## src/rtl/uart_link_pkg.sv

```systemverilog
// Shared types for the UART loopback link scheduler: FSM states, transfer direction
// and the per-direction enable pattern.
package uart_link_pkg;

    typedef enum logic [2:0] {IDLE, GRANT, LAUNCH, WAIT, DONE, ERR} link_state_e;
    typedef enum logic {DIR_A, DIR_B} dir_e;

    // Enable pattern ordered {en_tx1, en_rx1, en_tx2, en_rx2}
    function automatic logic [3:0] dir_enables(input dir_e d);
        return (d == DIR_A) ? 4'b1001 : 4'b0110;
    endfunction

endpackage

```

## src/rtl/uart_link_sched_if.sv

```systemverilog
// Requester-side handshake bundle of the link scheduler: two request/grant/done
// channels plus the shared received-byte and status outputs.
interface uart_link_sched_if;

    logic       req_a;
    logic [7:0] din_a;
    logic       gnt_a;
    logic       done_a;
    logic       req_b;
    logic [7:0] din_b;
    logic       gnt_b;
    logic       done_b;
    logic [7:0] rx_data;
    logic       rx_valid;
    logic       busy;
    logic       err_tmo;

    modport master (
        output req_a, din_a, req_b, din_b,
        input  gnt_a, done_a, gnt_b, done_b, rx_data, rx_valid, busy, err_tmo
    );

    modport slave (
        input  req_a, din_a, req_b, din_b,
        output gnt_a, done_a, gnt_b, done_b, rx_data, rx_valid, busy, err_tmo
    );

endinterface

```

## src/rtl/uart_link_rr_arb.sv

```systemverilog
// Two-way round-robin arbiter: bit 0 is requester A, bit 1 is requester B.
// The pointer remembers who was served last so the other side wins a tie.
module uart_link_rr_arb
    import uart_link_pkg::*;
(
    input  logic       clk,
    input  logic       rst,
    input  logic [1:0] req,
    input  logic       advance,
    output logic [1:0] grant
);

    dir_e last_served;

    always_comb begin
        grant = req;
        if (req == 2'b11)
            grant = (last_served == DIR_B) ? 2'b01 : 2'b10;
    end

    // Reset to B so that A wins the very first tie
    always_ff @(posedge clk or negedge rst) begin
        if (!rst)
            last_served <= DIR_B;
        else if (advance && (grant != 2'b00))
            last_served <= grant[1] ? DIR_B : DIR_A;
    end

endmodule

```

## src/rtl/uart_link_sched.sv

```systemverilog
// Scheduler for the uart1<->uart2 loopback pair: arbitrates A/B, sequences enables and
// newd, waits for tx/rx completion. Define UART_LINK_TMO_EN to enable the WAIT watchdog.
module uart_link_sched
    import uart_link_pkg::*;
#(
    parameter int CLK_FREQ    = 1000000,
    parameter int BAUD_RATE   = 9600,
    parameter int TIMEOUT_CYC = 24 * (CLK_FREQ / BAUD_RATE)
) (
    input  logic                clk,
    input  logic                rst,
    uart_link_sched_if.slave    req_if,
    output logic                newd,
    output logic [7:0]          din,
    output logic                en_tx1,
    output logic                en_rx1,
    output logic                en_tx2,
    output logic                en_rx2,
    input  logic                donetx1,
    input  logic                donetx2,
    input  logic                donerx1,
    input  logic                donerx2,
    input  logic [7:0]          dout
);

    link_state_e state, state_nxt;
    dir_e        dir;
    logic [7:0]  din_r;
    logic [7:0]  cap_r;
    logic [7:0]  rx_data_r;
    logic        tx_seen, rx_seen;
    logic        sel_tx, sel_rx;
    logic        tx_nxt, rx_nxt;
    logic [1:0]  grant;

    uart_link_rr_arb u_arb (
        .clk     (clk),
        .rst     (rst),
        .req     ({req_if.req_b, req_if.req_a}),
        .advance (state == IDLE),
        .grant   (grant)
    );

    // Only the strobes belonging to the active direction count
    assign sel_tx = (dir == DIR_A) ? donetx1 : donetx2;
    assign sel_rx = (dir == DIR_A) ? donerx2 : donerx1;
    assign tx_nxt = tx_seen | sel_tx;
    assign rx_nxt = rx_seen | sel_rx;
    assign din    = din_r;

`ifdef UART_LINK_TMO_EN
    localparam int TMO_W = $clog2(TIMEOUT_CYC + 1);
    logic [TMO_W-1:0] tmo_cnt;

    // Counter is zero during LAUNCH and counts every cycle from there on
    always_ff @(posedge clk or negedge rst) begin
        if (!rst)
            tmo_cnt <= '0;
        else if (state == LAUNCH || state == WAIT)
            tmo_cnt <= tmo_cnt + 1'b1;
        else
            tmo_cnt <= '0;
    end
`endif

    always_ff @(posedge clk or negedge rst) begin
        if (!rst)
            state <= IDLE;
        else
            state <= state_nxt;
    end

    always_comb begin
        state_nxt = state;
        case (state)
            IDLE:    if (grant != 2'b00) state_nxt = GRANT;
            GRANT:   state_nxt = LAUNCH;
            LAUNCH:  state_nxt = WAIT;
            WAIT: begin
                if (tx_nxt && rx_nxt)
                    state_nxt = DONE;
`ifdef UART_LINK_TMO_EN
                else if (tmo_cnt == TMO_W'(TIMEOUT_CYC))
                    state_nxt = ERR;
`endif
            end
            DONE:    state_nxt = IDLE;
            default: state_nxt = IDLE;
        endcase
    end

    always_comb begin
        req_if.gnt_a    = 1'b0;
        req_if.gnt_b    = 1'b0;
        req_if.done_a   = 1'b0;
        req_if.done_b   = 1'b0;
        req_if.rx_valid = 1'b0;
        req_if.rx_data  = rx_data_r;
        req_if.err_tmo  = 1'b0;
        req_if.busy     = (state != IDLE);
        newd            = 1'b0;
        {en_tx1, en_rx1, en_tx2, en_rx2} = 4'b0000;
        case (state)
            GRANT: begin
                req_if.gnt_a = (dir == DIR_A);
                req_if.gnt_b = (dir == DIR_B);
                {en_tx1, en_rx1, en_tx2, en_rx2} = dir_enables(dir);
            end
            LAUNCH: begin
                newd = 1'b1;
                {en_tx1, en_rx1, en_tx2, en_rx2} = dir_enables(dir);
            end
            WAIT: begin
                {en_tx1, en_rx1, en_tx2, en_rx2} = dir_enables(dir);
            end
            DONE: begin
                req_if.done_a   = (dir == DIR_A);
                req_if.done_b   = (dir == DIR_B);
                req_if.rx_valid = 1'b1;
                req_if.rx_data  = cap_r;
            end
`ifdef UART_LINK_TMO_EN
            ERR: req_if.err_tmo = 1'b1;
`endif
            default: ;
        endcase
    end

    // Direction is fixed at the IDLE decision; payload is taken in the grant cycle
    always_ff @(posedge clk or negedge rst) begin
        if (!rst) begin
            dir       <= DIR_A;
            din_r     <= 8'h00;
            cap_r     <= 8'h00;
            rx_data_r <= 8'h00;
            tx_seen   <= 1'b0;
            rx_seen   <= 1'b0;
        end else begin
            case (state)
                IDLE: if (grant != 2'b00) dir <= grant[1] ? DIR_B : DIR_A;
                GRANT: begin
                    din_r   <= (dir == DIR_A) ? req_if.din_a : req_if.din_b;
                    tx_seen <= 1'b0;
                    rx_seen <= 1'b0;
                end
                WAIT: begin
                    tx_seen <= tx_nxt;
                    rx_seen <= rx_nxt;
                    if (sel_rx && !rx_seen)
                        cap_r <= dout;
                end
                DONE: begin
                    rx_data_r <= cap_r;
                    tx_seen   <= 1'b0;
                    rx_seen   <= 1'b0;
                end
                default: ;
            endcase
        end
    end

endmodule
```

## src/flat_wrapper.sv

```systemverilog
// flat-port wrapper written by rule: the top's interface ports become plain ports
module uart_link_sched_flat import uart_link_pkg::*;
#(
    parameter int CLK_FREQ    = 1000000,
    parameter int BAUD_RATE   = 9600,
    parameter int TIMEOUT_CYC = 24 * (CLK_FREQ / BAUD_RATE)
)
  (clk, rst, newd, din, en_tx1, en_rx1, en_tx2, en_rx2, donetx1, donetx2, donerx1, donerx2, dout, req_if_req_a, req_if_din_a, req_if_req_b, req_if_din_b, req_if_gnt_a, req_if_done_a, req_if_gnt_b, req_if_done_b, req_if_rx_data, req_if_rx_valid, req_if_busy, req_if_err_tmo);
  uart_link_sched_if req_if_i ();
  input  logic clk;
  input  logic rst;
  output logic newd;
  output logic [7:0] din;
  output logic en_tx1;
  output logic en_rx1;
  output logic en_tx2;
  output logic en_rx2;
  input  logic donetx1;
  input  logic donetx2;
  input  logic donerx1;
  input  logic donerx2;
  input  logic [7:0] dout;
  input wire logic [$bits(req_if_i.req_a)-1:0] req_if_req_a;
  input wire logic [$bits(req_if_i.din_a)-1:0] req_if_din_a;
  input wire logic [$bits(req_if_i.req_b)-1:0] req_if_req_b;
  input wire logic [$bits(req_if_i.din_b)-1:0] req_if_din_b;
  output wire logic [$bits(req_if_i.gnt_a)-1:0] req_if_gnt_a;
  output wire logic [$bits(req_if_i.done_a)-1:0] req_if_done_a;
  output wire logic [$bits(req_if_i.gnt_b)-1:0] req_if_gnt_b;
  output wire logic [$bits(req_if_i.done_b)-1:0] req_if_done_b;
  output wire logic [$bits(req_if_i.rx_data)-1:0] req_if_rx_data;
  output wire logic [$bits(req_if_i.rx_valid)-1:0] req_if_rx_valid;
  output wire logic [$bits(req_if_i.busy)-1:0] req_if_busy;
  output wire logic [$bits(req_if_i.err_tmo)-1:0] req_if_err_tmo;
  assign req_if_i.req_a = req_if_req_a;
  assign req_if_i.din_a = req_if_din_a;
  assign req_if_i.req_b = req_if_req_b;
  assign req_if_i.din_b = req_if_din_b;
  assign req_if_gnt_a = req_if_i.gnt_a;
  assign req_if_done_a = req_if_i.done_a;
  assign req_if_gnt_b = req_if_i.gnt_b;
  assign req_if_done_b = req_if_i.done_b;
  assign req_if_rx_data = req_if_i.rx_data;
  assign req_if_rx_valid = req_if_i.rx_valid;
  assign req_if_busy = req_if_i.busy;
  assign req_if_err_tmo = req_if_i.err_tmo;
  uart_link_sched #(.CLK_FREQ(CLK_FREQ), .BAUD_RATE(BAUD_RATE), .TIMEOUT_CYC(TIMEOUT_CYC)) u_core (.clk(clk), .rst(rst), .req_if(req_if_i), .newd(newd), .din(din), .en_tx1(en_tx1), .en_rx1(en_rx1), .en_tx2(en_tx2), .en_rx2(en_rx2), .donetx1(donetx1), .donetx2(donetx2), .donerx1(donerx1), .donerx2(donerx2), .dout(dout));
endmodule
```

## config.mk

```make
export PLATFORM = sky130hd
export DESIGN_NAME = uart_link_sched_flat
export DESIGN_NICKNAME = d
export VERILOG_FILES = /design/src/rtl/uart_link_pkg.sv /design/src/rtl/uart_link_sched_if.sv /design/src/rtl/uart_link_rr_arb.sv /design/src/rtl/uart_link_sched.sv /design/src/flat_wrapper.sv
export SDC_FILE = /design/constraint.sdc
export NUM_CORES = 1
export LEC_CHECK = 0
export BUFFER_PORTS_ARGS = -buffer_cell sky130_fd_sc_hd__clkbuf_2
export CAP_MARGIN = 10
export CORE_MARGIN = 3
export CORE_UTILIZATION = 40
export CTS_BUF_LIST = sky130_fd_sc_hd__clkbuf_8
export CTS_CLUSTER_SIZE = 40
export DETAILED_ROUTE_END_ITERATION = 10
export PLACE_DENSITY = 0.69
export RECOVER_POWER = 50
export REMOVE_ABC_BUFFERS = 1
export SYNTH_ARGS = -nofsm -noshare
export SYNTH_HDL_FRONTEND = slang
export SYNTH_SLANG_ARGS = --single-unit
```

## constraint.sdc

```tcl
create_clock -name clk -period 5.1 [get_ports clk]
set_input_delay 1.02 -clock clk [delete_from_list [all_inputs] [get_ports clk]]
set_output_delay 1.02 -clock clk [all_outputs]
set_load 0.02 [all_outputs]
```

==> results of run 1 <==
==> kinds of logic after synthesis <==
| logic type | after synthesis | synth area share (%) |
|---|---|---|
| flip-flops | 31 | 54.5 |
| multiplexers | 27 | 20.5 |
| AND/OR/NAND/NOR | 27 | 11.1 |
| AO/OA/AOI/OAI | 21 | 8.77 |
| buffers and inverters | 12 | 4.91 |
| other | 1 | 0.263 |
==> per-stage QoR <==
stage          worst slack, ns  total power, mW
2_1_floorplan             2.53            0.864
3_3_place_gp              2.45             1.03
3_5_place_dp              2.38             1.05
4_1_cts                   2.06             1.30
5_1_grt                   1.24             1.38
6_report                  1.50             1.29
==> report_power, final <==
part	total [mW]	internal [mW]	switching [mW]
Combinational	0.569	0.243	0.326
Clock	0.247	0.158	0.0893
Sequential	0.469	0.370	0.0996
==> layout by cell type (no fill, tap or decap), types with 2 or more instances in the layout <==
| master | n |
|---|---|
| clkbuf_2 | 57 |
| dfrtp_1 | 30 |
| mux2_2 | 17 |
| nor2_1 | 13 |
| a21oi_1 | 10 |
| mux2i_1 | 9 |
| clkbuf_8 | 6 |
| o21ai_0 | 4 |
| inv_1 | 3 |
| and2_1 | 3 |
| nor3_1 | 2 |
| nor2b_1 | 2 |
| nand2_1 | 2 |
==> sequential cells by signal (all words and copies together) (netlist names) <==
name / flops
u_core.u_arb.last_served: 1
u_core.tx_seen: 1
u_core.state: 3
u_core.rx_data_r: 8
u_core.cap_r: 8
u_core.rx_seen: 1
u_core.dir: 1
u_core.din: 8
==> per-layer routing <==
metal  global-route usage [%]  vias up  share of wire (%)
met5                        0        -                  0
met4                     6.99        0                1.6
met3                     4.96        5                 12
met2                     22.8       61                 45
met1                     17.9      493                 42
li1                         -      519                  -
==> layout make-up <==
type	count	area, sq um	share of cell area [%]
Multi-Input combinational cell	76	574	31.4
Tap cell	46	57.6	3.15
Clock buffer	6	82.6	4.52
Inverter	3	11.3	0.616
Clock inverter	2	35.0	1.92
Sequential cell	31	777	42.5
Timing Repair Buffer	58	289	15.8
==> how the worst min path moves through the flow <==
stage	start	to	slack [ns]	depth (start not counted)
6_report	u_core.rx_data_r[6]$_DFF_PN0_	u_core.rx_data_r[6]$_DFF_PN0_	0.50	1
5_1_grt	u_core.rx_data_r[7]$_DFF_PN0_	u_core.rx_data_r[7]$_DFF_PN0_	0.51	1
4_1_cts	u_core.rx_data_r[6]$_DFF_PN0_	u_core.rx_data_r[6]$_DFF_PN0_	0.50	1
3_5_place_dp	u_core.rx_data_r[4]$_DFF_PN0_	u_core.rx_data_r[4]$_DFF_PN0_	0.49	1
3_3_place_gp	u_core.rx_data_r[3]$_DFF_PN0_	u_core.rx_data_r[3]$_DFF_PN0_	0.48	1
2_1_floorplan	u_core.cap_r[0]$_DFFE_PN0P_	u_core.cap_r[0]$_DFFE_PN0P_	0.47	1
==> results.sh, run 1 <==
export IMPL_final_nets=207
export IMPL_min_period_over_period_pct=70.6
export IMPL_dp_cells=214
export IMPL_cts_root_buf="clkbuf_8"
export IMPL_placed_area_sq_um=1720
export IMPL_drt_total_wl_microns=2950
export IMPL_clk_pin_slew_worst_paths_ns=0.06
export IMPL_synth_seq_cells=31
export IMPL_dp_hpwl_microns=2210
export IMPL_required_ns=4.08
export IMPL_netlist_area_leader_share_pct=52.6
export IMPL_crit_end="req_if_gnt_a"
export IMPL_p_per_area_nw_per_um2=703
export IMPL_antenna_found_initial=0
export IMPL_syn_inst=119
export IMPL_critPathBufInv=1
export IMPL_synth_edff_count=0
export IMPL_rr_startpoint="u_core.state[2]$_DFFE_PN0P_"
export IMPL_critPathMaxFanout=18
export IMPL_ys_async_sr_fraction_pct=100
export IMPL_cts_sinks=31
export IMPL_cts_resized=0
export IMPL_synth_area_top_cells="dfrtp_1 (53%), mux2_2 (14%), mux2i_1 (6.3%), a21oi_1 (3.5%), nor2_1 (3.4%)"
export IMPL_synth_main_ff_cell="dfrtp_1"
export IMPL_reg2reg_depth=2
export IMPL_antenna_left=0
export IMPL_drv_cap=2
export IMPL_timing_final_crit_period_ns=3.60
export IMPL_path_cells="nor3b_1, nor2b_1, clkbuf_2"
export IMPL_cp_end_kind="output pin"
export IMPL_slew_headroom_pct=-15.5
export IMPL_rsz0062_at_grt="false"
export IMPL_final_setup_tns_ns=0
export IMPL_antenna_cells=0
export IMPL_syn_area_per_cell_sq_um=12.0
export IMPL_drcViolationCount=0
export IMPL_r2r_end="u_core.din[3]$_DFFE_PN0N_"
export IMPL_drtPass1Iterations=4
export IMPL_fin_hold_ws_ns=0.499
export IMPL_die_h_microns=65.7
export IMPL_initial_utilization_pct=42.1
export IMPL_place_port_buffers=58
export IMPL_clkLatencyLatePin_ns=0.28
export IMPL_coreArea_sq_um=3390
export IMPL_cts_setup_buffers=0
export IMPL_grt_pass1_vias=1044
export IMPL_synth_most_common_cell="dfrtp_1"
export IMPL_clk_path_buf_depth=2
export IMPL_grt_start_max_net_pins=32
export IMPL_failed_checks="max-capacitance violations, max-slew violations"
export IMPL_fin_area_sq_um=1830
export IMPL_path_class="flip-flop to output pin"
export IMPL_grt_pass1_wl_microns=4760
export IMPL_viasPerCell=4.86
export IMPL_fmax_mhz=278
export IMPL_clock_skew_ns=0.00435
export IMPL_drive_gt1_share_pct=48.3
export IMPL_wl_per_cell_microns=13.3
export IMPL_io_pins=60
export IMPL_crit_start="u_core.state[2]$_DFFE_PN0P_"
export IMPL_worst_path_largest_cell_delay_ns=1.38
export IMPL_setup_viol=0
export IMPL_critPathTopFamily="simple AND/OR/NAND/NOR gates"
export IMPL_yosysWarnings=0
export IMPL_routed_via_count=1078
export IMPL_mappedNetlistArea_sq_um=1430
export IMPL_rows=21
export IMPL_yosysSeqAreaShare_pct=54.5
export IMPL_instances_no_fill=222
export IMPL_track_usage_pct=14.6
export IMPL_syn2layout_area_growth_pct=28.1
export IMPL_outcome="finished, violations left"
export IMPL_drv_slew=51
export IMPL_cts_hold_buf=0
export IMPL_gp_congestion=0.705
export IMPL_worst_slew_pin_slew_ns=1.73
export IMPL_grt_overflow=0
export IMPL_reg2reg_slack_ns=2.86
export IMPL_cts_htree_levels=2
export IMPL_hold_class="flip-flop to flip-flop"
export IMPL_worstSetupPathDepth=3
export IMPL_arrival_ns=2.58
export IMPL_synth_cell_type_count=28
export IMPL_fin_util_pct=53.9
export IMPL_ys_top_cells_by_count="dfrtp_1 (30), mux2_2 (18), nor2_1 (13)"
export IMPL_nFillCells=295
export IMPL_die_area_sq_um=4320
export IMPL_crit_path_start_kind="flip-flop"
export IMPL_vdd_ir_drop_max_uv=342
export IMPL_numCtsBuffers=5
export IMPL_cts_tree="yes"
export IMPL_cp_slowest_cell="nor3b_1"
export IMPL_hold_viol=0
export IMPL_synth_top_cell_by_area="dfrtp_1"
export IMPL_dr_first_iter_drc_count=29
export IMPL_p_leak_nw=0.898
export IMPL_die_w_microns=65.7
Power figures use the tool's default switching activity.
==> run 2: changes to the inputs <==
Settings changed: ABC_AREA set to 1, PLACE_DENSITY 0.69 to 0.71.
Clock period 5.1 ns to 3.1 ns, I/O delays scaled along.
==> results.sh, run 2 <==
export IMPL_clkLatencyLatePin_ns=0.28
export IMPL_final_setup_tns_ns=0
export IMPL_clk_path_buf_depth=2
export IMPL_r2r_end="u_core.cap_r[1]$_DFFE_PN0P_"
export IMPL_io_pins=60
export IMPL_netlist_area_leader_share_pct=51.3
export IMPL_hold_end="u_core.cap_r[7]$_DFFE_PN0P_"
export IMPL_rr_startpoint="u_core.dir$_DFFE_PN0P_"
export IMPL_track_usage_pct=15.0
export IMPL_cts_resized=0
export IMPL_synth_area_top_cells="dfrtp_1 (51%), nand2_1 (17%), o21ai_2 (4.8%), nand3_1 (4.1%), inv_1 (2.8%)"
export IMPL_vdd_ir_drop_max_uv=505
export IMPL_rsz0062_at_grt="false"
export IMPL_grt_start_max_net_pins=32
export IMPL_antenna_cells=0
export IMPL_synth_edff_count=0
export IMPL_numCtsBuffers=5
export IMPL_drive_gt1_share_pct=34.4
export IMPL_hold_class="flip-flop to flip-flop"
export IMPL_dp_hpwl_microns=2270
export IMPL_ys_top_cells_by_count="nand2_1 (65), dfrtp_1 (30), nand3_1 (12)"
export IMPL_viasPerCell=4.51
export IMPL_cts_setup_buffers=0
export IMPL_synth_seq_cells=31
export IMPL_synth_adder_area_share_pct=0
export IMPL_clk_pin_slew_worst_paths_ns=0.06
export IMPL_outcome="finished, violations left"
export IMPL_pwr_share_seq_pct=36.0
export IMPL_hold_depth=2
export IMPL_fmax_mhz=401
export IMPL_min_period_over_period_pct=80.5
export IMPL_layout_commonest_cell="nand2_1"
export IMPL_final_nets=256
export IMPL_drtPass1Iterations=4
export IMPL_synthXorXnorAreaFrac_pct=0
export IMPL_antenna_left=0
export IMPL_drv_slew=32
export IMPL_initial_utilization_pct=42.5
export IMPL_critPathMaxFanout=11
export IMPL_grt_pass1_vias=1142
export IMPL_yosysSeqAreaShare_pct=53.1
export IMPL_synth_main_ff_cell="dfrtp_1"
export IMPL_cts_sinks=31
export IMPL_cts_root_buf="clkbuf_8"
export IMPL_min_from="u_core.cap_r[7]$_DFFE_PN0P_"
export IMPL_synth_top_family_by_area="simple AND/OR/NAND/NOR gates"
export IMPL_comb_power_share_pct=47.6
export IMPL_syn_inst=165
export IMPL_ys_async_sr_fraction_pct=100
export IMPL_place_port_buffers=58
export IMPL_cp_end_kind="output pin"
export IMPL_p_int_mw=1.06
export IMPL_failed_checks="max-capacitance violations, max-slew violations"
export IMPL_setup_viol=0
export IMPL_syn_area_per_cell_sq_um=8.87
export IMPL_slew_headroom_pct=-7.36
export IMPL_p_leak_nw=1.02
export IMPL_syn2layout_area_growth_pct=24.3
export IMPL_synth_top_cell_by_area="dfrtp_1"
export IMPL_cts_hold_buf=0
export IMPL_finalPower_mw=1.92
export IMPL_grt_pass1_wl_microns=4930
export IMPL_synth_most_common_cell="nand2_1"
export IMPL_synth_cell_type_count=24
export IMPL_drv_cap=1
export IMPL_worst_slew_pin_slew_ns=1.61
export IMPL_rows=21
export IMPL_p_switching_mw=0.863
export IMPL_timing_final_crit_period_ns=2.50
export IMPL_dr_first_iter_drc_count=53
export IMPL_mappedNetlistArea_sq_um=1460
export IMPL_wl_per_cell_microns=11.2
export IMPL_reg2reg_slack_ns=1.10
export IMPL_reg2reg_depth=6
export IMPL_die_w_microns=66.5
export IMPL_synth_simple_area_share_pct=32.6
export IMPL_path_class="flip-flop to output pin"
export IMPL_drcViolationCount=0
export IMPL_clock_skew_ns=0.00435
export IMPL_sw_frac_of_total_pct=44.9
export IMPL_hold_viol=0
export IMPL_most_common_layout_cells="nand2_1 (65), clkbuf_2 (51), dfrtp_1 (30), nand3_1 (13), inv_1 (12)"
export IMPL_cts_htree_levels=2
export IMPL_p_per_area_nw_per_um2=1060
export IMPL_crit_path_start_kind="flip-flop"
export IMPL_yosysWarnings=0
export IMPL_die_area_sq_um=4420
export IMPL_muxShareOfSynthArea_pct=0
export IMPL_cts_tree="yes"
export IMPL_required_ns=2.48
export IMPL_gp_congestion=0.779
export IMPL_power_frac_clock_pct=16.4
export IMPL_drt_total_wl_microns=3030
export IMPL_grt_overflow=0
export IMPL_arrival_ns=1.88
export IMPL_antenna_found_initial=0
export IMPL_coreArea_sq_um=3440
export IMPL_die_h_microns=66.5
export IMPL_synth_compound_gate_area_share_pct=6.50
export IMPL_routed_via_count=1217
-- run 2: stage by stage --
stage	utilization (%)	cells	worst slack, ns	hold slack [ns]	cell area, sq um
6_report	52.9	270	0.605	0.482	1820
2_1_floorplan	-	159	1.04	0.324	1410
3_5_place_dp	51.0	263	0.885	0.464	1760
3_3_place_gp	51.0	263	0.915	0.466	1760
5_1_grt	52.9	270	0.403	0.500	1820
4_1_cts	53.6	270	0.575	0.422	1840
-- run 2: worst max-delay path by stage --
stage | from | to | cells after the start
5_1_grt | u_core.state[0]$_DFFE_PN0P_ | req_if_rx_data[1] | 6
4_1_cts | u_core.state[0]$_DFFE_PN0P_ | req_if_rx_data[4] | 6
6_report | u_core.state[1]$_DFFE_PN0P_ | req_if_gnt_a | 4
3_5_place_dp | u_core.state[0]$_DFFE_PN0P_ | req_if_rx_data[4] | 6
3_3_place_gp | u_core.state[1]$_DFFE_PN0P_ | req_if_gnt_a | 4
2_1_floorplan | u_core.dir$_DFFE_PN0P_ | en_rx1 | 2
-- run 2: cell type report --
class	count	area (sq um)
clock buffer	6	82.6
clock inverter	1	5.00
fill	340	1620
inverter	15	56.3
multi-input combinational	113	559
sequential	31	777
tap	46	57.6
timing repair buffer	58	282
-- run 2: logic make-up (layout without fill, tap and decap cells) --
group,after synthesis,count (layout)
AO/OA/AOI/OAI,13,13
AND/OR/NAND/NOR,99,99
other,1,1
buffers and inverters,21,80
flip-flops,31,31
-- run 2: power by group through the flow --
stage          clock [mW]  sequential, mW  combinational [mW]
3_3_place_gp            0           0.692               0.950
4_1_cts             0.326           0.695               0.959
3_5_place_dp            0           0.700               0.955
5_1_grt             0.343           0.714                1.03
6_report            0.317           0.692               0.916
2_1_floorplan           0           0.742               0.624
-- run 2: worst max-delay path: stages, from the launching register on --
cell	delay, ns
dfrtp_1	0.41
inv_2	0.12
nand3_1	0.39
nor2_2	0.43
clkbuf_2	0.24
-- run 2: routing by layer --
layer	wire [microns]	global-route usage, %	vias to the layer above	share of wire [%]
li1	-	-	626	-
met1	1400	18.3	537	46
met2	1360	24.0	49	45
met3	237	4.55	5	7.8
met4	42	6.85	0	1.4
met5	0	0	-	0
==> run 3: changes to the inputs <==
Settings changed: ABC_AREA 1 to 0.
Clock period 3.1 ns to 2.07 ns, I/O delays scaled along.
==> results.sh, run 3 (synthesis gave the netlist of run 1 again) <==
export IMPL_drtPass1Iterations=4
export IMPL_layout_commonest_cell="clkbuf_2"
export IMPL_die_area_sq_um=4320
export IMPL_nFillCells=291
export IMPL_viasPerCell=4.83
export IMPL_grt_pass1_wl_microns=5120
export IMPL_min_period_over_period_pct=98.3
export IMPL_hold_class="input pin to flip-flop"
export IMPL_clk_pin_slew_worst_paths_ns=0.06
export IMPL_timing_final_crit_period_ns=2.03
export IMPL_clk_path_buf_depth=2
export IMPL_coreArea_sq_um=3390
export IMPL_antenna_cells=0
export IMPL_critPathMaxFanout=6
export IMPL_use_met3_pct=6.84
export IMPL_cts_sinks=31
export IMPL_final_nets=215
export IMPL_final_seq_area_sq_um=778
export IMPL_globalRouteMet1Util_pct=17.4
export IMPL_critPathBufInv=2
export IMPL_rows=21
export IMPL_worst_slew_pin_slew_ns=1.61
export IMPL_place_port_buffers=58
export IMPL_worstSetupPathDepth=5
export IMPL_dp_hpwl_microns=2240
export IMPL_critPathTopFamily="flip-flops"
export IMPL_place_ws_ns=0.195
export IMPL_syn2layout_area_growth_pct=31.8
export IMPL_gp_congestion=0.736
export IMPL_routed_via_count=1112
export IMPL_drt_total_wl_microns=3090
export IMPL_arrival_ns=1.62
export IMPL_grt_overflow=0
export IMPL_multi_input_area_sq_um=602
export IMPL_p_per_area_nw_per_um2=1660
export IMPL_numCtsBuffers=5
export IMPL_clock_skew_ns=0.00269
export IMPL_cts_htree_levels=2
export IMPL_dr_first_iter_drc_count=35
export IMPL_io_pins=60
export IMPL_die_h_microns=65.7
export IMPL_drcViolationCount=0
export IMPL_cts_tree="yes"
export IMPL_most_common_layout_cells="clkbuf_2 (48), dfrtp_1 (29), mux2_2 (16), nor2_1 (12), a21oi_1 (10)"
export IMPL_drv_cap=1
export IMPL_outcome="finished, violations left"
export IMPL_clkLatencyLatePin_ns=0.28
export IMPL_rsz0062_at_grt="true"
export IMPL_track_usage_pct=16.1
export IMPL_p_leak_nw=0.923
export IMPL_path_class="flip-flop to output pin"
export IMPL_drive_gt1_share_pct=49.5
export IMPL_finalPower_mw=3.12
export IMPL_cp_end_kind="output pin"
export IMPL_hold_depth=2
export IMPL_wl_per_cell_microns=13.4
export IMPL_busiest_layer="met2"
export IMPL_slew_headroom_pct=-7.09
export IMPL_required_ns=1.66
export IMPL_crit_path_start_kind="flip-flop"
export IMPL_worst_path_largest_cell_delay_ns=0.41
export IMPL_hold_viol=0
export IMPL_setup_ws_ns=0.0360
export IMPL_path_cells="nor2_4, and2_4, buf_6, mux2_2, clkbuf_2"
export IMPL_grt_start_max_net_pins=32
export IMPL_fmax_mhz=492
export IMPL_grt_met2_usage_pct=27.8
export IMPL_cp_slowest_cell="dfrtp_1"
export IMPL_antenna_left=0
export IMPL_antenna_found_initial=0
export IMPL_setup_viol=0
export IMPL_drv_slew=32
export IMPL_vdd_ir_drop_max_uv=789
export IMPL_die_w_microns=65.7
export IMPL_failed_checks="max-capacitance violations, max-slew violations"
export IMPL_cts_root_buf="clkbuf_8"
export IMPL_initial_utilization_pct=42.1
export IMPL_reg2reg_depth=4
export IMPL_grt_pass1_vias=1143
run 3: worst paths after layout:
path	from	end	slack [ns]
min in group asynchronous	rst	u_core.din[7]$_DFFE_PN0N_	0.54
max in group asynchronous	rst	u_core.state[2]$_DFFE_PN0P_	0.49
hold reg to reg	u_core.rx_data_r[5]$_DFF_PN0_	u_core.rx_data_r[5]$_DFF_PN0_	0.49
setup reg to reg	u_core.state[0]$_DFFE_PN0P_	u_core.cap_r[0]$_DFFE_PN0P_	0.31
hold / removal	req_if_req_a	u_core.u_arb.last_served$_DFFE_PN1P_	0.33
setup / recovery	u_core.state[1]$_DFFE_PN0P_	req_if_rx_data[1]	0.04
run 3: worst reg2reg max path, delay by kind of cell (launching register included):
kind,cells,cell delay [ns]
AND/OR/NAND/NOR,1,0.60
multiplexers,1,0.40
flip-flops,1,0.39
buffers and inverters,2,0.27
run 3: cell type report:
class	count	share of cell area, %
tap	46	3.06
clock buffer	5	3.66
inverter	3	0.599
multi-input combinational	76	32.0
sequential	31	41.4
clock inverter	3	0.665
timing repair buffer	66	18.6
run 3: repair_timing:
item	CTS	global route
hold buffers	0	0
endpoints found under the setup margin	8	9
gates cloned	1	0
buffers inserted	1	1
resized for setup	6	8
endpoints found under the hold margin	0	0
pin swaps	0	1
run 3: routing by layer:
metal	vias up	wire, microns
li1	540	-
met1	520	1280
met2	50	1500
met3	2	289
met4	0	19
met5	-	0
run 3: power by group:
part	internal (mW)	leakage, nW	switching [mW]
registers	0.914	0.366	0.192
clock network	0.225	0.0505	0.207
logic	0.689	0.506	0.896
total	1.83	0.923	1.30
run 3: through the flow:
| step | area (sq um) | instances | hold WS [ns] | TNS (ns) | utilization, % |
|---|---|---|---|---|---|
| after floorplan | 1370 | 110 | 0.118 | 0 | - |
| after global placement | 1750 | 219 | 0.482 | 0 | 51.7 |
| after detailed placement | 1750 | 219 | 0.483 | 0 | 51.7 |
| after CTS | 1860 | 229 | 0.215 | 0 | 55.0 |
| after global routing | 1880 | 230 | 0.326 | -0.114 | 55.5 |
| final | 1880 | 230 | 0.326 | 0 | 55.5 |
